[src/rtl/cpu_pkg.sv]
// Shared definitions for the 16-bit CPU execute stage: opcodes, FSM states, widths.
package cpu_pkg;

  // Default operand/result width; the iterative mul/div runs this many steps.
  localparam int DEF_WIDTH = 16;

  // Opcode encoding, identical to the one produced by the rs1/rs2 operand demux.
  localparam logic [1:0] OP_ADD = 2'd0;
  localparam logic [1:0] OP_SUB = 2'd1;
  localparam logic [1:0] OP_MUL = 2'd2;
  localparam logic [1:0] OP_DIV = 2'd3;

  // Execute-stage control states.
  typedef enum logic [1:0] {
    ST_IDLE = 2'd0,
    ST_CALC = 2'd1,
    ST_DONE = 2'd2
  } state_e;

  // Operating mode of the shared iterative mul/div engine.
  typedef enum logic {
    MD_MUL = 1'b0,
    MD_DIV = 1'b1
  } md_mode_e;

endpackage

[src/rtl/alu_exec_seq_if.sv]
// Issue/result bus between the operand demux, the execute stage and writeback.
interface alu_exec_seq_if #(parameter int WIDTH = cpu_pkg::DEF_WIDTH);

  logic             in_valid;
  logic             in_ready;
  logic [1:0]       op_opcode;
  logic [WIDTH-1:0] rs1_val;
  logic [WIDTH-1:0] rs2_val;
  logic             out_valid;
  logic             out_ready;
  logic [WIDTH-1:0] result;
  logic [WIDTH-1:0] result_hi;
  logic             div_by_zero;
  logic             busy;

  // Upstream/writeback side: issues operations and consumes results.
  modport master (
    output in_valid, op_opcode, rs1_val, rs2_val, out_ready,
    input  in_ready, out_valid, result, result_hi, div_by_zero, busy
  );

  // Execute stage side.
  modport slave (
    input  in_valid, op_opcode, rs1_val, rs2_val, out_ready,
    output in_ready, out_valid, result, result_hi, div_by_zero, busy
  );

endinterface

[src/rtl/iter_muldiv.sv]
// Iterative unsigned multiplier / restoring divider sharing one 2*WIDTH shift register.
// MUL: {hi,lo} starts as {0,A}; each step conditionally adds B to hi and shifts right.
// DIV: {rem,quo} starts as {0,A}; each step shifts left and trial-subtracts B.
// done_o is high during the final step; lo_o/hi_o then carry the finished result.
module iter_muldiv
  import cpu_pkg::*;
#(
  parameter int WIDTH = cpu_pkg::DEF_WIDTH
) (
  input  logic             clk,
  input  logic             rst_n,
  input  logic             start_i,
  input  md_mode_e         mode_i,
  input  logic [WIDTH-1:0] a_i,
  input  logic [WIDTH-1:0] b_i,
  output logic             done_o,
  output logic [WIDTH-1:0] lo_o,
  output logic [WIDTH-1:0] hi_o
);

  localparam int CW = $clog2(WIDTH) + 1;

  logic [2*WIDTH-1:0] acc_q, acc_d;
  logic [WIDTH-1:0]   b_q, b_d;
  md_mode_e           mode_q, mode_d;
  logic [CW-1:0]      cnt_q, cnt_d;
  logic               run_q, run_d;

  logic [2*WIDTH-1:0] step_s;
  logic [WIDTH:0]     sum_s;
  logic [WIDTH:0]     trial_s;

  // One shift-add or shift-subtract step applied to the current accumulator.
  always_comb begin
    step_s  = acc_q;
    sum_s   = {(WIDTH+1){1'b0}};
    trial_s = {(WIDTH+1){1'b0}};
    if (mode_q == MD_MUL) begin
      sum_s  = {1'b0, acc_q[2*WIDTH-1:WIDTH]} + {1'b0, b_q & {WIDTH{acc_q[0]}}};
      step_s = {sum_s, acc_q[WIDTH-1:1]};
    end else begin
      // Partial remainder shifted left by one, minus the divisor; bit WIDTH is the borrow.
      trial_s = acc_q[2*WIDTH-1:WIDTH-1] - {1'b0, b_q};
      if (!trial_s[WIDTH]) begin
        step_s = {trial_s[WIDTH-1:0], acc_q[WIDTH-2:0], 1'b1};
      end else begin
        step_s = {acc_q[2*WIDTH-2:0], 1'b0};
      end
    end
  end

  assign done_o = run_q && (cnt_q == CW'(WIDTH - 1));
  assign lo_o   = step_s[WIDTH-1:0];
  assign hi_o   = step_s[2*WIDTH-1:WIDTH];

  // Load operands on start, then advance one step per cycle until the last step.
  always_comb begin
    acc_d  = acc_q;
    b_d    = b_q;
    mode_d = mode_q;
    cnt_d  = cnt_q;
    run_d  = run_q;
    if (start_i) begin
      acc_d  = {{WIDTH{1'b0}}, a_i};
      b_d    = b_i;
      mode_d = mode_i;
      cnt_d  = {CW{1'b0}};
      run_d  = 1'b1;
    end else if (run_q) begin
      acc_d = step_s;
      cnt_d = cnt_q + CW'(1);
      if (done_o) begin
        run_d = 1'b0;
      end else begin
        run_d = 1'b1;
      end
    end else begin
      run_d = 1'b0;
    end
  end

  // Engine state registers; reset abandons any operation in flight.
  always_ff @(posedge clk or negedge rst_n) begin
    if (!rst_n) begin
      acc_q  <= {(2*WIDTH){1'b0}};
      b_q    <= {WIDTH{1'b0}};
      mode_q <= MD_MUL;
      cnt_q  <= {CW{1'b0}};
      run_q  <= 1'b0;
    end else begin
      acc_q  <= acc_d;
      b_q    <= b_d;
      mode_q <= mode_d;
      cnt_q  <= cnt_d;
      run_q  <= run_d;
    end
  end

endmodule

[src/rtl/alu_exec_seq.sv]
// Execute stage: single-cycle add/sub, iterative unsigned mul/div, valid/ready on both sides.
// Only one operation is in flight; a new one is taken only in IDLE.
module alu_exec_seq
  import cpu_pkg::*;
#(
  parameter int WIDTH = cpu_pkg::DEF_WIDTH
) (
  input logic           clk,
  input logic           rst_n,
  alu_exec_seq_if.slave bus
);

  state_e           state_q, state_d;
  logic [WIDTH-1:0] result_q, result_d;
  logic [WIDTH-1:0] result_hi_q, result_hi_d;
  logic             dbz_q, dbz_d;

  logic [WIDTH:0]   addsub_s;
  logic             start_s;
  md_mode_e         md_mode_s;
  logic             md_done_s;
  logic [WIDTH-1:0] md_lo_s;
  logic [WIDTH-1:0] md_hi_s;

  // Add/sub datapath; bit WIDTH is the carry (ADD) or the borrow (SUB).
  always_comb begin
    if (bus.op_opcode == OP_SUB) begin
      addsub_s = {1'b0, bus.rs1_val} - {1'b0, bus.rs2_val};
    end else begin
      addsub_s = {1'b0, bus.rs1_val} + {1'b0, bus.rs2_val};
    end
  end

  // Launch the iterative engine for MUL, and for DIV unless the divisor is zero.
  always_comb begin
    start_s   = 1'b0;
    md_mode_s = MD_MUL;
    if (bus.op_opcode == OP_DIV) begin
      md_mode_s = MD_DIV;
    end else begin
      md_mode_s = MD_MUL;
    end
    if ((state_q == ST_IDLE) && bus.in_valid) begin
      start_s = (bus.op_opcode == OP_MUL) ||
                ((bus.op_opcode == OP_DIV) && (bus.rs2_val != {WIDTH{1'b0}}));
    end else begin
      start_s = 1'b0;
    end
  end

  iter_muldiv #(.WIDTH(WIDTH)) u_muldiv (
    .clk     (clk),
    .rst_n   (rst_n),
    .start_i (start_s),
    .mode_i  (md_mode_s),
    .a_i     (bus.rs1_val),
    .b_i     (bus.rs2_val),
    .done_o  (md_done_s),
    .lo_o    (md_lo_s),
    .hi_o    (md_hi_s)
  );

  // Next-state and result-register update for the IDLE/CALC/DONE control flow.
  always_comb begin
    state_d     = state_q;
    result_d    = result_q;
    result_hi_d = result_hi_q;
    dbz_d       = dbz_q;
    case (state_q)
      ST_IDLE: begin
        if (bus.in_valid) begin
          case (bus.op_opcode)
            OP_ADD, OP_SUB: begin
              result_d    = addsub_s[WIDTH-1:0];
              result_hi_d = {{(WIDTH-1){1'b0}}, addsub_s[WIDTH]};
              dbz_d       = 1'b0;
              state_d     = ST_DONE;
            end
            OP_MUL: begin
              state_d = ST_CALC;
            end
            OP_DIV: begin
              if (bus.rs2_val == {WIDTH{1'b0}}) begin
                result_d    = {WIDTH{1'b1}};
                result_hi_d = bus.rs1_val;
                dbz_d       = 1'b1;
                state_d     = ST_DONE;
              end else begin
                state_d = ST_CALC;
              end
            end
            default: begin
              state_d = ST_IDLE;
            end
          endcase
        end else begin
          state_d = ST_IDLE;
        end
      end
      ST_CALC: begin
        if (md_done_s) begin
          result_d    = md_lo_s;
          result_hi_d = md_hi_s;
          dbz_d       = 1'b0;
          state_d     = ST_DONE;
        end else begin
          state_d = ST_CALC;
        end
      end
      ST_DONE: begin
        if (bus.out_ready) begin
          state_d = ST_IDLE;
        end else begin
          state_d = ST_DONE;
        end
      end
      default: begin
        state_d = ST_IDLE;
      end
    endcase
  end

  // State and output registers; reset clears any partial or pending result.
  always_ff @(posedge clk or negedge rst_n) begin
    if (!rst_n) begin
      state_q     <= ST_IDLE;
      result_q    <= {WIDTH{1'b0}};
      result_hi_q <= {WIDTH{1'b0}};
      dbz_q       <= 1'b0;
    end else begin
      state_q     <= state_d;
      result_q    <= result_d;
      result_hi_q <= result_hi_d;
      dbz_q       <= dbz_d;
    end
  end

  assign bus.in_ready    = (state_q == ST_IDLE);
  assign bus.out_valid   = (state_q == ST_DONE);
  assign bus.busy        = (state_q != ST_IDLE);
  assign bus.result      = result_q;
  assign bus.result_hi   = result_hi_q;
  assign bus.div_by_zero = dbz_q;

endmodule

[src/flat_wrapper.sv]
// flat-port wrapper written by rule: the top's interface ports become plain ports
module alu_exec_seq_flat import cpu_pkg::*;
#(
  parameter int WIDTH = cpu_pkg::DEF_WIDTH
)
  (clk, rst_n, bus_in_valid, bus_op_opcode, bus_rs1_val, bus_rs2_val, bus_out_ready, bus_in_ready, bus_out_valid, bus_result, bus_result_hi, bus_div_by_zero, bus_busy);
  alu_exec_seq_if #(.WIDTH(WIDTH)) bus_i ();
  input logic clk;
  input logic rst_n;
  input wire logic [$bits(bus_i.in_valid)-1:0] bus_in_valid;
  input wire logic [$bits(bus_i.op_opcode)-1:0] bus_op_opcode;
  input wire logic [$bits(bus_i.rs1_val)-1:0] bus_rs1_val;
  input wire logic [$bits(bus_i.rs2_val)-1:0] bus_rs2_val;
  input wire logic [$bits(bus_i.out_ready)-1:0] bus_out_ready;
  output wire logic [$bits(bus_i.in_ready)-1:0] bus_in_ready;
  output wire logic [$bits(bus_i.out_valid)-1:0] bus_out_valid;
  output wire logic [$bits(bus_i.result)-1:0] bus_result;
  output wire logic [$bits(bus_i.result_hi)-1:0] bus_result_hi;
  output wire logic [$bits(bus_i.div_by_zero)-1:0] bus_div_by_zero;
  output wire logic [$bits(bus_i.busy)-1:0] bus_busy;
  assign bus_i.in_valid = bus_in_valid;
  assign bus_i.op_opcode = bus_op_opcode;
  assign bus_i.rs1_val = bus_rs1_val;
  assign bus_i.rs2_val = bus_rs2_val;
  assign bus_i.out_ready = bus_out_ready;
  assign bus_in_ready = bus_i.in_ready;
  assign bus_out_valid = bus_i.out_valid;
  assign bus_result = bus_i.result;
  assign bus_result_hi = bus_i.result_hi;
  assign bus_div_by_zero = bus_i.div_by_zero;
  assign bus_busy = bus_i.busy;
  alu_exec_seq #(.WIDTH(WIDTH)) u_core (.clk(clk), .rst_n(rst_n), .bus(bus_i));
endmodule
[config.mk]
export PLATFORM = sky130hd
export DESIGN_NAME = alu_exec_seq_flat
export DESIGN_NICKNAME = d
export VERILOG_FILES = /design/src/rtl/cpu_pkg.sv /design/src/rtl/alu_exec_seq_if.sv /design/src/rtl/iter_muldiv.sv /design/src/rtl/alu_exec_seq.sv /design/src/flat_wrapper.sv
export SDC_FILE = /design/constraint.sdc
export NUM_CORES = 1
export LEC_CHECK = 0
export ABC_AREA = 1
export CAP_MARGIN = 20
export CORE_MARGIN = 10
export CORE_UTILIZATION = 25
export DETAILED_ROUTE_END_ITERATION = 8
export GPL_ROUTABILITY_DRIVEN = 0
export GPL_TIMING_DRIVEN = 0
export SETUP_SLACK_MARGIN = 0.1
export SLEW_MARGIN = 25
export SYNTH_ARGS = -nofsm -noshare
export SYNTH_HDL_FRONTEND = slang
export SYNTH_SLANG_ARGS = --single-unit
[constraint.sdc]
create_clock -name clk -period 3.2 [get_ports clk]
set_input_delay 0.32 -clock clk [delete_from_list [all_inputs] [get_ports clk]]
set_output_delay 0.32 -clock clk [all_outputs]
set_load 0.01 [all_outputs]
==> results of run 1 <==
-- kinds of logic after synthesis --
logic type | count (synthesis) | share of synthesized area, %
AND/OR/NAND/NOR | 545 | 31.3
flip-flops | 90 | 29.1
adder cells (fa/ha/maj) | 54 | 9.01
buffers and inverters | 212 | 11.3
XOR/XNOR | 34 | 3.84
AO/OA/AOI/OAI | 205 | 15.5
-- flip-flops by register name, indices dropped and copies added, names as in the netlist --
register and flops:
u_core.state_q 2, u_core.u_muldiv.b_q 16, u_core.u_muldiv.run_q 1, u_core.u_muldiv.acc_q 32, u_core.u_muldiv.mode_q 1, u_core.bus.div_by_zero 1, u_core.bus.result 16, u_core.bus.result_hi 16
u_core.u_muldiv.cnt_q 5
-- synthesized netlist by cell type (8+ instances only) --
cell type / number
a21oi_1: 55
a21oi_2: 8
a31oi_1: 17
buf_2: 11
clkbuf_1: 13
dfrtp_1: 90
ha_1: 51
inv_1: 170
nand2_1: 315
nand2_2: 17
nand3_1: 80
nand3_2: 16
nor2_1: 80
o211ai_1: 10
o21ai_0: 61
o21ai_1: 19
o22ai_1: 9
xor2_1: 29
-- worst max-delay path: cells and delay by family --
kind | cells | cell delay (ps)
AND/OR/NAND/NOR | 9 | 1030
AO/OA/AOI/OAI | 3 | 530
buffers and inverters | 1 | 480
XOR/XNOR | 2 | 390
adder cells (fa/ha/maj) | 1 | 340
-- metrics by stage --
stage          power (W)  instance area (um2)  utilization (%)  cells
2_1_floorplan    0.00673                 7750                -   1140
3_3_place_gp     0.00873                 8980             29.3   1609
3_5_place_dp     0.00879                 9000             29.4   1610
4_1_cts          0.00987                 9300             30.4   1627
5_1_grt           0.0108                 9370             30.6   1630
6_report         0.00989                 9370             30.6   1630
-- layout make-up --
class,count,area [um2]
clock inverter,5,36.3
fill,3357,21200
clock buffer,11,243
timing repair buffer,79,810
multi-input combinational,838,4660
sequential,90,2250
buffer,34,211
tap,396,495
inverter,177,667
-- power breakdown --
group          internal [W]  switching (W)
combinational       0.00250        0.00417
sequential          0.00169       0.000485
clock              0.000553       0.000494
total               0.00474        0.00515
-- repair_timing --
item | in CTS | in global routing
pin swaps | 0 | 8
hold buffers | 1 | 0
resized for setup | 1 | 18
setup buffers | 0 | 4
endpoints found under the hold margin | 19 | 0
endpoints found under the setup margin | 1 | 11
-- metal layers --
metal,track usage (%),vias to the layer above
li1,-,3869
met1,18.1,3583
met2,21.0,216
met3,2.78,27
met4,2.74,0
met5,0,-
-- worst min path at each step --
stage / end / slack (ps) / cells after the start / start
2_1_floorplan: u_core.bus.div_by_zero / 20 / 0 / rst_n
3_3_place_gp: u_core.bus.result[14] / 470 / 2 / u_core.bus.result[14]
3_5_place_dp: u_core.u_muldiv.acc_q[31] / 190 / 1 / rst_n
4_1_cts: u_core.u_muldiv.b_q[11] / 400 / 2 / rst_n
5_1_grt: u_core.u_muldiv.b_q[4] / 360 / 3 / bus_rs2_val[4]
6_report: u_core.u_muldiv.b_q[1] / 340 / 3 / bus_rs2_val[1]
==> metrics, run 1 <==
clk buf depth=2; CP Capture Point=u_core.bus.result[12]; Met3 Wirelength=1480 um; pin count of the biggest net entering global routing=72; Netlist Area Pre-Place=7750 um2; worst skew pair latency=360 ps; DRC=0; H-tree levels=3; synthesized net count=1232; Gate Count Post-Synth=1140; via/cell ratio=4.72; Critical Path RT=3450 ps; RR Endpoint=u_core.bus.result_hi[7]; Peak VDD IR=0.000345 V; WL final=25900 um; status=finished, final reports clean; Max stage delay on crit path=480 ps; crit path capture type=flip-flop; Starting DRT DRC Count=591; IO buf count=73; CTS tree=yes; Ys Warns=0; fin crit share=88.8%; Setup WS pre-CTS=-300 ps; commonest non-fill, non-tap cell in the layout=nand2_1; final hold slack=336 ps; Startpoint Class=input port; Final ANT Viol Nets=0; ys async rst share=100%; Synth top area share=29.1%; Sink Count=90; Reg2Reg Setup Slack=510 ps; Max-Slew Margin vs Limit=60.5%; skew final=14.0 ps; # diodes=0; most frequent CP cell=nand2_1; Placeable Area=30600 um2; Setup CP Type=input port to flip-flop; Inserted Clock Buffers=9; Worst-path clk slew=70 ps; Worst Reg-to-Reg Cells=13; wl on met1=12500 um; worst slew pin tran=586 ps; top routing layer in use=met4; fin. max-slew vios=0; DR WL met2=11600 um; Net count, final=1321; Main synth FF type=dfrtp_1; gr ovfl total=0; Synth-to-Final Area Change=21.0%; drt first pass iters=5; num ports=74; crit-path cells=clkdlybuf4s50_1 -> nor2_2 -> nand2_1 -> nor3_2 -> nand2_1 -> nand2_1 -> o21a_1 -> xor2_1 -> ha_1 -> a21oi_1 -> o21ai_0 -> nor2_1 -> xor2_1 -> nand2_1 -> nand3_1 -> nand2_1; Leak=4.73 nW; die height=196 um; vias in the first global route=7563; count of different cell masters after synthesis=52; Site Rows=64; antenna violations before repair=0; vias=7695; critical register-to-register path startpoint=u_core.u_muldiv.acc_q[0]; total global-route track usage=13.3%; Synth area leaders=dfrtp_1 (29%), nand2_1 (15%), ha_1 (8.2%); CTS root buffer=clkbuf_16; crit path DAT=3090 ps; crit path max-delay cell type=clkdlybuf4s50_1; sequential area share after synthesis=29.1%; unrepaired setup endpoints after global routing=no; Final Hold Vio Count=0; first-pass GRT wire length=41000 um; FF+latch count, synth=90; ratio of cells with drive above 1 in the final layout=9.56%; CP Max Fanout=5; most frequent cells in the layout=nand2_1 (315), inv_1 (169), dfrtp_1 (90), nand3_1 (80), nor2_1 (80); die area=38400 um2; crit path from=bus_rs2_val[3]; dpl hpwl=21400 um; Initial Util=25.3%; WL/cell=15.9 um; # Max-Cap Violations=0; EDFF count, synth=0; Setup violations, final=0; syn avg cell area=6.80 um2; maximum clock frequency=352 MHz; worst hold path type=input port to flip-flop; minimum clock period=2840 ps; Final WS setup=358 ps; Setup TNS=0 ps; area leader, netlist=dfrtp_1; Power Dens Cells=1060 nW/um2; Die Wd=196 um
(Power assumes the default switching activity.)
==> run 2: changes to the inputs <==
- PLACE_DENSITY_LB_ADDON: not set -> 0.15
- RECOVER_POWER: not set -> 50
==> run 2 against run 1 <==
  * Sequential cell count did not move
  * Global-route usage grew 1.5 points
  * Fmax about the same
  * Setup slack got worse by 1.9 ps
  * Largest power group unchanged
==> metrics, run 2 (synthesized netlist as in run 1, its figures left out) <==
final std cells w/o fill=1628 (-0.12%); vias=7492 (-2.6%); Site Rows=64 (unchanged); # diodes=0 (unchanged); crit path DAT=3140 ps (+50 ps); num ports=74 (unchanged); crit path capture type=flip-flop; antenna violations before repair=0 (unchanged); Setup violations, final=0 (unchanged); Leak=4.70 nW (-0.57%); CP Max Fanout=4 (-1); CTS root buffer=clkbuf_16; largest register by flop count=u_core.u_muldiv.acc_q; CTS tree=yes; # Max-Cap Violations=0 (unchanged); via/cell ratio=4.60 (-2.5%); Max-Slew Margin vs Limit=4.84% (-56 points); die area=38400 um2 (unchanged); Net count, final=1319 (-0.15%); Initial Util=25.3% (unchanged); Inserted Clock Buffers=9 (unchanged); Critical Path RT=3500 ps (+50 ps); Die Wd=196 um (unchanged); WL/cell=17.6 um (+11%); vias in the first global route=7438 (-1.7%); die height=196 um (unchanged); gr ovfl total=0 (unchanged); minimum clock period=2840 ps (+1.87 ps); ratio of cells with drive above 1 in the final layout=9.66% (+0.097 points); IO buf count=73 (unchanged); Peak VDD IR=0.000365 V (+5.9%); drt first pass iters=6 (+1); DRC=0 (unchanged); Overall Power=0.0101 W (+1.7%); Placeable Area=30600 um2 (unchanged); most frequent cells in the layout=nand2_1 (315), inv_1 (168), dfrtp_1 (90), nand3_1 (80), nor2_1 (80); worst hold path type=input port to flip-flop; Final ANT Viol Nets=0 (unchanged); fin crit share=88.9% (about the same); worst skew pair latency=360 ps (about the same); clk buf depth=2 (unchanged); commonest non-fill, non-tap cell in the layout=nand2_1; H-tree levels=3 (unchanged); Final Hold Vio Count=0 (unchanged); Setup CP Type=input port to flip-flop; Power Dens Cells=1070 nW/um2 (+1.7%); skew final=11.0 ps (-3.06 ps); first-pass GRT wire length=43900 um (+7.1%); WL final=28600 um (+11%); unrepaired setup endpoints after global routing=yes; Setup TNS=0 ps (unchanged); pin count of the biggest net entering global routing=69 (-4.2%); fin. max-slew vios=0 (unchanged); maximum clock frequency=352 MHz (about the same); dpl cells=1610 (unchanged); status=finished, final reports clean; max reg flops=32 (unchanged); worst slew pin tran=1430 ps (+841 ps); Starting DRT DRC Count=417 (-29%); Synth-to-Final Area Change=20.9% (about the same); Sink Count=90 (unchanged); Startpoint Class=input port; dpl hpwl=23900 um (+12%); total global-route track usage=14.8% (+1.5 points); Worst-path clk slew=70 ps (about the same)
## run 2: worst paths after layout
check | end | startpoint | depth (start not counted) | slack [ps]
worst min register to register | u_core.bus.result[8] | u_core.bus.result[8] | 2 | 490
worst max-delay path | u_core.bus.result_hi[0] | bus_rs2_val[3] | 20 | 360
worst min-delay path | u_core.u_muldiv.b_q[1] | bus_rs2_val[1] | 3 | 330
worst max register to register | u_core.u_muldiv.acc_q[28] | u_core.u_muldiv.acc_q[15] | 16 | 410
max in group asynchronous | u_core.u_muldiv.cnt_q[2] | rst_n | 3 | 600
min in group asynchronous | u_core.u_muldiv.acc_q[29] | rst_n | 2 | 830
## run 2: metal layers
metal	track usage (%)	wire length, um
met1	19.8	13900
met2	23.4	12900
met3	3.84	1460
met4	2.83	333
met5	0	0
## run 2: critical path, stage by stage
cell and delay [ps]:
clkdlybuf4s50_1 510, nor2_2 190, nand2_1 100, nor3_2 140, nand2_1 80, nand2_1 100
o21a_1 180, nand2_1 120, xor2_2 180, ha_1 340, inv_2 70, o21bai_1 170
nand3_1 100, nand2_1 90, a21oi_2 40, nand3_1 80, nand2_1 50, o21ai_1 130
inv_1 60, a21oi_2 100
## run 2: cell type report
type / instances / area [um2]
fillers: 3444 / 21200
repair buffers: 77 / 758
plain buffers: 34 / 211
well taps: 396 / 495
flip-flops and latches: 90 / 2250
inverters: 177 / 667
clock inverters: 4 / 56.3
clock buffers: 12 / 246
multi-input cells: 838 / 4680
## run 2: what timing repair did
action / CTS / global route
endpoints found under the hold margin: 22 / 0
resized for setup: 2 / 21
hold buffers: 1 / 0
setup buffers: 0 / 2
pin swaps: 0 / 8
setup endpoints to repair: 3 / 12
## run 2: through the flow
step           cell area, um2  worst slack (ps)  hold slack (ps)  util (%)
6_report                 9370               356              331      30.6
5_1_grt                  9370              29.4              361      30.6
4_1_cts                  9320               161              393      30.5
3_5_place_dp             9000              -326              210      29.4
3_3_place_gp             8980             -2070              473      29.3
2_1_floorplan            7750               690             24.4         -
## run 2: power breakdown
part           switching, W  internal (W)
clock              0.000505      0.000637
combinational       0.00428       0.00245
sequential         0.000497       0.00169
==> run 3: changes to the inputs <==
- CTS_CLUSTER_DIAMETER: not set -> 60
- SLEW_MARGIN: 25 -> not set
==> run 3 against run 2 <==
  * The flow now finishes with violations (capacitance limit, slew limit)
  * Global-route usage increased by 0.059 points
  * Routed wire length decreased by 0.11%
  * Final area decreased by 0.17%
  * Setup slack got worse by 38 ps
  * Clock skew decreased by 0.58 ps
  * Sequential share of layout area about the same
  * Die area unchanged
  * Non-clock buffer count decreased by 2
  * Clock-buffer cell count decreased by 1
  * Fmax decreased by 1.3%
  * Worst hold slack got worse by 6.2 ps
  * Critical path type unchanged
  * Largest power group unchanged
  * Highest routed layer unchanged
==> metrics, run 3 (synthesized netlist as in run 1, its figures left out) <==
status=complete, but fails checks; failing checks=capacitance limit, slew limit; Die Wd=196 um (unchanged); H-tree levels=3 (unchanged); Initial Util=25.3% (unchanged); num ports=74 (unchanged); Final Hold Vio Count=0 (unchanged); Site Rows=64 (unchanged); gr ovfl total=0 (unchanged); worst hold path type=input port to flip-flop; die area=38400 um2 (unchanged); CTS root buffer=clkbuf_16; Starting DRT DRC Count=522 (+25%); commonest non-fill, non-tap cell in the layout=nand2_1; fin crit share=90.1% (+1.2 points); antenna violations before repair=0 (unchanged); Setup TNS=0 ps (unchanged); worst skew pair latency=360 ps (about the same); Worst Reg-to-Reg Cells=16 (unchanged); critical register-to-register path startpoint=u_core.u_muldiv.acc_q[15]; crit-path cells=clkdlybuf4s50_1 -> inv_1 -> ha_2 -> nand4_2 -> nor2_4 -> nand2_1 -> o31ai_2 -> xor2_1 -> inv_1 -> ha_4 -> nand2_1 -> inv_1 -> nand3_1 -> nor2_1 -> nand2_1 -> nand3_1 -> nand2_1 -> o21ai_0 -> inv_1 -> a21oi_2; fin. max-slew vios=26 (+26); # Max-Cap Violations=1 (+1); clock share of power=11.2% (-0.2 points); Max stage delay on crit path=470 ps (-40 ps); skew final=10.4 ps (-0.583 ps); via/cell ratio=4.63 (+0.60%); hold_sp=bus_rs2_val[4]; vias=7528 (+0.48%); DRC=0 (unchanged); Max-Slew Margin vs Limit=-16.8% (-22 points); Synth-to-Final Area Change=20.7%; Sink Count=90 (unchanged); final std cells w/o fill=1626 (-0.12%); CTS tree=yes; Startpoint Class=input port; Sw Share=52.6% (+0.12 points); dpl cells=1610 (unchanged); Flop pwr share=21.7% (about the same); Setup CP Type=input port to flip-flop; largest register by flop count=u_core.u_muldiv.acc_q; CP Max Fanout=4 (unchanged); # diodes=0 (unchanged); crit path DAT=3180 ps (+40 ps); Worst-path clk slew=70 ps (about the same); most frequent cells in the layout=nand2_1 (315), inv_1 (170), dfrtp_1 (90), nand3_1 (80), nor2_1 (80); max reg flops=32 (unchanged); clk buf depth=2 (unchanged); Net count, final=1317 (-0.15%); IO buf count=73 (unchanged); first-pass GRT wire length=44300 um (+0.90%); drt first pass iters=5 (-1); vias in the first global route=7454 (+0.22%); ratio of cells with drive above 1 in the final layout=9.27% (-0.39 points); worst slew pin tran=1750 ps (+324 ps); dpl hpwl=23900 um (+0.14%); total global-route track usage=14.8% (+0.059 points); Leak=4.69 nW (-0.16%); Critical Path RT=3490 ps (about the same); crit path max-delay cell type=clkdlybuf4s50_1; WL/cell=17.6 um (about the same); Peak VDD IR=0.000457 V (+25%); unrepaired setup endpoints after global routing=no; crit path capture type=flip-flop; WL final=28600 um (-0.11%); pin count of the biggest net entering global routing=66 (-4.3%); WHS Path Cells=3 (unchanged); switching pwr=0.00529 W (about the same); maximum clock frequency=347 MHz (-1.3%); minimum clock period=2880 ps (+37.6 ps); Pint=0.00476 W (-0.44%); Reg2Reg Setup Slack=390 ps (-20 ps); Power Dens Cells=1070 nW/um2 (about the same); die height=196 um (unchanged); Inserted Clock Buffers=9 (unchanged); Final ANT Viol Nets=0 (unchanged); RR Endpoint=u_core.u_muldiv.acc_q[28]; Logic pwr share=67.1% (+0.2 points); Min-Delay Endpoint=u_core.u_muldiv.b_q[4]; Setup violations, final=0 (unchanged); Placeable Area=30600 um2 (unchanged)
==> run 3: changes by cell type in the layout (fill, tap and decap cells not counted), moves of 2 or more <==
| cell | previous run | this run |
|---|---|---|
| xor2_2 | 2 | 0 |
| clkbuf_4 | 2 | 0 |
| xor2_1 | 27 | 29 |
| inv_1 | 168 | 170 |
| inv_2 | 7 | 5 |
==> run 3: worst max path at each step <==
stage / cells after the start / to / start / slack [ps]
final: 20 / u_core.bus.result_hi[0] / bus_rs2_val[1] / 320
after global routing: 20 / u_core.bus.result_hi[0] / bus_rs2_val[2] / 100
after CTS: 14 / u_core.u_muldiv.acc_q[28] / u_core.u_muldiv.acc_q[0] / 150
after detailed placement: 15 / u_core.bus.result[12] / bus_op_opcode[0] / -310
after global placement: 1 / u_core.u_muldiv.b_q[14] / rst_n / -2070
after floorplan: 17 / u_core.bus.result[15] / bus_rs2_val[1] / 690
==> run 3: area by class of cell <==
type,count,area (um2)
flip-flops and latches,90,2250
clock inverters,5,61.3
plain buffers,34,211
fillers,3401,21200
inverters,177,667
multi-input cells,838,4670
clock buffers,11,233
repair buffers,75,763
well taps,396,495
==> run 3: per-stage QoR <==
stage	hold WS, ps	worst slack, ps	cell area (um2)	utilization, %	total power (W)
3_3_place_gp	473	-2070	8980	29.3	0.00903
5_1_grt	325	98.0	9350	30.6	0.0111
4_1_cts	452	154	9310	30.4	0.0102
6_report	325	318	9350	30.6	0.0100
2_1_floorplan	24.4	690	7750	-	0.00673
3_5_place_dp	290	-311	9000	29.4	0.00902
==> run 3: power groups by stage <==
stage	clock, W	sequential (W)	combinational (W)
after detailed placement	0	0.00219	0.00684
after global routing	0.00120	0.00225	0.00761
after CTS	0.00116	0.00217	0.00686
final	0.00112	0.00218	0.00674
after floorplan	0	0.00209	0.00464
after global placement	0	0.00220	0.00683
==> run 3: per-layer routing <==
metal  up-vias  track usage, %  part of all wire, %
li1       3849               -                    -
met1      3520            20.5                   50
met2       144            23.7                   45
met3        15            2.83                  3.9
met4         0            2.38                 0.95
met5         -               0                    0
==> run 3: what timing repair did <==
item                       in CTS  in global routing
hold buffers                    1                  0
gates resized for setup         2                 19
pin swaps                       1                  3
setup endpoints to repair       2                 17
hold endpoints to repair       25                  0
setup buffers                   0                  0
==> run 3: worst max-delay path: cells and delay by family <==
kind | cells | cell delay [ps]
adder cells (fa/ha/maj) | 2 | 510
AO/OA/AOI/OAI | 3 | 470
XOR/XNOR | 1 | 210
buffers and inverters | 5 | 820
AND/OR/NAND/NOR | 9 | 840
